--- src/rtl/alu_pkg.sv ---
// Shared op codes, widths and sequencer state encoding for the ALU sequencer.
package alu_pkg;

  localparam int unsigned DATA_W = 32;
  localparam int unsigned OP_W   = 4;
  localparam int unsigned CNT_W  = 4;
  localparam int unsigned DONE_W = 16;

  typedef enum logic [OP_W-1:0] {
    OP_AND  = 4'd0,
    OP_OR   = 4'd1,
    OP_ADD  = 4'd2,
    OP_SUB  = 4'd3,
    OP_MUL  = 4'd4,
    OP_DIV  = 4'd5,
    OP_XOR  = 4'd6,
    OP_SLL  = 4'd7,
    OP_SRL  = 4'd8,
    OP_SRA  = 4'd9,
    OP_SLT  = 4'd10,
    OP_SLTU = 4'd11,
    OP_NOT  = 4'd12
  } op_t;

  localparam logic [OP_W-1:0] OP_LAST = OP_NOT;

  typedef enum logic [1:0] {
    ST_IDLE = 2'd0,
    ST_WAIT = 2'd1,
    ST_DONE = 2'd2
  } state_t;

  // Codes above OP_LAST are accepted but flagged as errors.
  function automatic logic op_legal(input logic [OP_W-1:0] op);
    return op <= OP_LAST;
  endfunction

endpackage

--- src/rtl/settle_counter.sv ---
// 4-bit settle counter: load, decrement toward zero, zero flag.
module settle_counter
  import alu_pkg::*;
(
  input  logic             clk,
  input  logic             rst,
  input  logic             load,
  input  logic [CNT_W-1:0] load_value,
  input  logic             dec,
  output logic             zero_c
);

  logic [CNT_W-1:0] count;

  always_ff @(posedge clk) begin
    if (rst) begin
      count <= '0;
    end else if (load) begin
      count <= load_value;
    end else if (dec && (count != '0)) begin
      count <= count - CNT_W'(1);
    end
  end

  assign zero_c = (count == '0);

endmodule

--- src/rtl/alu_sequencer.sv ---
// Issues one op at a time to an external combinational ALU, waits the op's
// settle time, then holds the captured result until the consumer takes it.
module alu_sequencer
  import alu_pkg::*;
#(
  parameter int unsigned ADD_WAIT = 1,
  parameter int unsigned MUL_WAIT = 4,
  parameter int unsigned DIV_WAIT = 8
) (
  input  logic                clk,
  input  logic                rst,
  input  logic                req_valid,
  output logic                req_ready,
  input  logic [OP_W-1:0]     req_op,
  input  logic [DATA_W-1:0]   req_a,
  input  logic [DATA_W-1:0]   req_b,
  output logic [OP_W-1:0]     alu_op,
  output logic [DATA_W-1:0]   alu_a,
  output logic [DATA_W-1:0]   alu_b,
  input  logic [2*DATA_W-1:0] alu_result,
  output logic                resp_valid,
  input  logic                resp_ready,
  output logic [DATA_W-1:0]   resp_hi,
  output logic [DATA_W-1:0]   resp_lo,
  output logic                resp_err,
  output logic                busy,
  output logic [DONE_W-1:0]   ops_done
);

  state_t           state;
  logic             err_flag;
  logic             cnt_zero_c;
  logic             load_c;
  logic             dec_c;
  logic [CNT_W-1:0] wait_sel_c;

  // Counter is loaded with W-1 so the capture lands exactly W edges after accept.
  always_comb begin
    wait_sel_c = CNT_W'(ADD_WAIT - 1);
    if (req_op == OP_MUL) begin
      wait_sel_c = CNT_W'(MUL_WAIT - 1);
    end else if (req_op == OP_DIV) begin
      wait_sel_c = CNT_W'(DIV_WAIT - 1);
    end
  end

  assign load_c = (state == ST_IDLE) && req_valid;
  assign dec_c  = (state == ST_WAIT) && !cnt_zero_c;

  settle_counter u_settle_counter (
    .clk        (clk),
    .rst        (rst),
    .load       (load_c),
    .load_value (wait_sel_c),
    .dec        (dec_c),
    .zero_c     (cnt_zero_c)
  );

  always_ff @(posedge clk) begin
    if (rst) begin
      state      <= ST_IDLE;
      err_flag   <= 1'b0;
      alu_op     <= '0;
      alu_a      <= '0;
      alu_b      <= '0;
      resp_hi    <= '0;
      resp_lo    <= '0;
      resp_err   <= 1'b0;
      resp_valid <= 1'b0;
      req_ready  <= 1'b1;
      busy       <= 1'b0;
      ops_done   <= '0;
    end else begin
      case (state)
        ST_IDLE: begin
          if (req_valid) begin
            alu_op    <= op_legal(req_op) ? req_op : OP_AND;
            alu_a     <= req_a;
            alu_b     <= req_b;
            err_flag  <= !op_legal(req_op);
            state     <= ST_WAIT;
            req_ready <= 1'b0;
            busy      <= 1'b1;
          end
        end
        ST_WAIT: begin
          if (cnt_zero_c) begin
            resp_hi    <= alu_result[2*DATA_W-1:DATA_W];
            resp_lo    <= alu_result[DATA_W-1:0];
            resp_err   <= err_flag;
            resp_valid <= 1'b1;
            state      <= ST_DONE;
          end
        end
        ST_DONE: begin
          if (resp_ready) begin
            resp_valid <= 1'b0;
            req_ready  <= 1'b1;
            busy       <= 1'b0;
            ops_done   <= ops_done + DONE_W'(1);
            state      <= ST_IDLE;
          end
        end
        default: begin
          state      <= ST_IDLE;
          resp_valid <= 1'b0;
          req_ready  <= 1'b1;
          busy       <= 1'b0;
        end
      endcase
    end
  end

endmodule

--- config.mk ---
export PLATFORM = sky130hd
export DESIGN_NAME = alu_sequencer
export DESIGN_NICKNAME = d
export VERILOG_FILES = /design/src/rtl/alu_pkg.sv /design/src/rtl/settle_counter.sv /design/src/rtl/alu_sequencer.sv
export SDC_FILE = /design/constraint.sdc
export NUM_CORES = 1
export LEC_CHECK = 0
export ABC_AREA = 0
export ABC_CLOCK_PERIOD_IN_PS = 1600
export CORE_ASPECT_RATIO = 1.1
export CORE_MARGIN = 10
export CORE_UTILIZATION = 36
export DETAILED_ROUTE_END_ITERATION = 16
export GPL_ROUTABILITY_DRIVEN = 0
export GPL_TIMING_DRIVEN = 0
export PLACE_DENSITY = 0.76
export SYNTH_ARGS = -nofsm -noshare
export SYNTH_HDL_FRONTEND = slang
export SYNTH_SLANG_ARGS = --single-unit
--- constraint.sdc ---
create_clock -name clk -period 1.6 [get_ports clk]
set_clock_uncertainty 0.15 [all_clocks]
set_input_delay 0.32 -clock clk [delete_from_list [all_inputs] [get_ports clk]]
set_output_delay 0.32 -clock clk [all_outputs]
set_load 0.05 [all_outputs]
==> flow_metrics.py <==
metrics = {
    "setup_path": {
        "crit_type": "reg2reg",
        "r2r_end": "u_settle_counter.count[2]",
        "worst-path-buf-inv": 1,
        "start_kind": "register",
        "r2r_cells": 4,
        "worstPathMaxFanout": 8,
        "critPathLaunch": "state[0]",
        "path_delay_family": "simple AND/OR/NAND/NOR gates",
        "cp_data_required_time_ns": 1.76,
        "end_kind": "register",
        "cp_slowest_cell": "or3b_4",
        "arrival_ns": 1.84,
        "r2r_start": "state[0]",
        "worst_path_largest_cell_delay_ns": 0.45,
        "r2r_setup_slack_ns": -0.08,
        "cp_cell_sequence": "or3b_4 > clkbuf_16 > a32o_1 > a21o_1",
    },
    "floorplanning": {
        "die_h_um": 153,
        "fp.dieArea_mm2": 0.0214,
        "rows": 48,
        "io_pins": 288,
        "initial_core_util": 0.367,
        "fp.dieW_um": 141,
        "core-area_mm2": 0.0157,
    },
    "synthesis": {
        "synth_area_leader_cell": "dfxtp_1",
        "synth_seq_cells": 159,
        "synth_top_area_share": 0.553,
        "yosys_warnings": 0,
        "synth_top_cells_by_area": "dfxtp_1, nand2_1, a21oi_1",
        "avgSynthCellArea_um2": 8.00,
        "ys_seq_area_frac": 0.553,
        "synth_async_sr_flop_share": 0,
        "synth-edff-count": 0,
        "synth_cells": 719,
        "synth.distinct_cells": 39,
        "synth_nets": 857,
        "syn_area_mm2": 0.00575,
        "synthFlopType": "dfxtp_1",
    },
    "route": {
        "drc_errors": 0,
        "drt-total-wl_um": 21700,
        "vias_per_cell": 4.81,
        "vias": 6061,
        "wl_per_cell_um": 17.2,
        "first_iter_violations": 242,
        "dr.pass1.iters": 4,
        "final_antenna_net_count": 0,
    },
    "clock_network": {
        "clk_pin_slew_ns": 0.06,
        "clk_path_buf_depth": 2,
        "holdBufCountCts": 0,
        "ctsRootBufferMaster": "clkbuf_16",
        "numClockSinks": 159,
        "cts_htree_levels": 4,
        "insertion_delay_ns": 0.42,
        "cts_buffers": 17,
        "cts_tree": "done",
    },
    "final_layout": {
        "final_area_mm2": 0.00953,
        "final_nets": 1184,
        "multi_input_comb_area_mm2": 0.00258,
        "layout_commonest_cell": "nand2_1",
        "nFillCells": 1429,
        "area_delta_synth_final_pct": 65.6,
        "layout-drive-gt1-share": 0.308,
        "mostFrequentLayoutCells": "nand2_1, buf_2, dfxtp_1",
        "seq_area_mm2": 0.00322,
        "n_antenna_cell": 0,
        "fin_util": 0.608,
    },
    "placed_design": {
        "place_ws_ns": -0.950,
        "dp_hpwl_um": 15900,
        "place_area_mm2": 0.00895,
        "numPortBuffers": 287,
    },
    "global_route": {
        "antenna_found_initial": 0,
        "grtUsageTotal": 0.191,
        "grt_pass1_vias": 5923,
        "grt_pass1_wl_um": 32800,
        "overflow": 0,
        "grt_max_degree": 17,
    },
    "power_and_ir_drop": {
        "power_leakage_nw": 4.07,
        "p_total_w": 0.0128,
        "power.density_mw_per_mm2": 1340,
        "ir_worst_vdd_mv": 0.653,
    },
    "min_path": {
        "hold_depth": 3,
        "worstHoldStart": "resp_ready",
        "hp-class": "in2reg",
        "hold_end": "req_ready",
    },
    "sta": {
        "fin_setup_tns_ns": -1.51,
        "setup_viol": 56,
        "finalCritPeriodShare": 1.05,
        "rsz0062_at_grt": "true",
        "hold_violations": 0,
        "slew_violations": 0,
        "max-slew-margin-rel": 0.608,
        "tightest_slew_ns": 0.589,
        "finalCriticalPeriod_ns": 1.68,
        "fmax_mhz": 595,
        "worst_slack_ns": -0.0795,
    },
    "run_status": {
        "status": "finished, violations left",
        "violations": "negative setup slack",
    },
    "run": {
        "timing.max_cap.violations": 0,
    },
}
## timing repair
action                     CTS  global route
setup endpoints to repair  309           164
pin swaps                    8            11
setup buffers               13             5
gates resized for setup    849            96
cloned                       2             2
## Yosys cell counts (2+ instances only)
cell type  number
nand4_1         5
nand3_1        10
a21oi_1       144
o21bai_1        2
or3_1           3
clkbuf_1       36
xnor2_1         4
o31ai_1         2
and2_1          4
nor3_1          4
dfxtp_1       159
xor2_1          8
inv_1           5
and3_1          3
nor2_1         17
nand2b_1        3
or4_1           2
nand2_1       270
a21o_1          2
and4_1          2
ha_1            2
o21ai_0         5
buf_2          11
## layout make-up
class,instances,share of cell area
clock inverters,15,0.0177
clock buffers,17,0.0447
well taps,200,0.0263
plain buffers,49,0.0520
multi-input cells,505,0.271
repair buffers,309,0.248
inverters,5,0.00197
flip-flops and latches,159,0.338
## power breakdown
group,switching [W],internal (W)
logic,0.00262,0.00144
registers,0.000223,0.00436
clock network,0.00166,0.00245
## tightest hold or removal path, cell delays in order
cell and delay (ns):
dlymetal6s2s_1 0.14, nor3_1 0.06, o21bai_1 0.10
## how the worst max path moves through the flow
stage / endpoint / slack (ns) / cells after the start
5_1_grt: resp_hi[6] / -0.15 / 8
3_5_place_dp: resp_valid / -0.95 / 4
2_1_floorplan: ops_done[12] / -0.1 / 6
4_1_cts: u_settle_counter.count[2] / -0.07 / 5
6_report: u_settle_counter.count[2] / -0.08 / 4
3_3_place_gp: busy / -0.90 / 4
## metrics by stage
stage	hold slack (ns)	cells
2_1_floorplan	0.261	719
3_3_place_gp	0.290	1206
3_5_place_dp	0.295	1206
4_1_cts	0.228	1253
5_1_grt	0.113	1259
6_report	0.0977	1259
## per-layer routing
metal | wire length [um] | up-vias | global-route usage
li1 | - | 3015 | -
met1 | 8370 | 2813 | 0.202
met2 | 11100 | 198 | 0.333
met3 | 1690 | 35 | 0.0723
met4 | 539 | 0 | 0.0719
met5 | 0 | - | 0
## kinds of logic after synthesis
logic type / count (synthesis) / synth area share
compound gates: 158 / 0.142
xor+xnor: 12 / 0.0183
fa+ha+maj: 2 / 0.00435
buf+inv: 55 / 0.0402
flops: 159 / 0.553
mux: 1 / 0.00174
simple gates: 332 / 0.240
## flip-flops by register name, indices dropped and copies added, names as in the netlist
signal                  cells
resp_valid                  1
resp_hi                    32
busy                        1
alu_a                      32
alu_op                      4
resp_err                    1
err_flag                    1
u_settle_counter.count      4
req_ready                   1
state                       2
alu_b                      32
resp_lo                    32
ops_done                   16
Power figures use the tool's default switching activity.
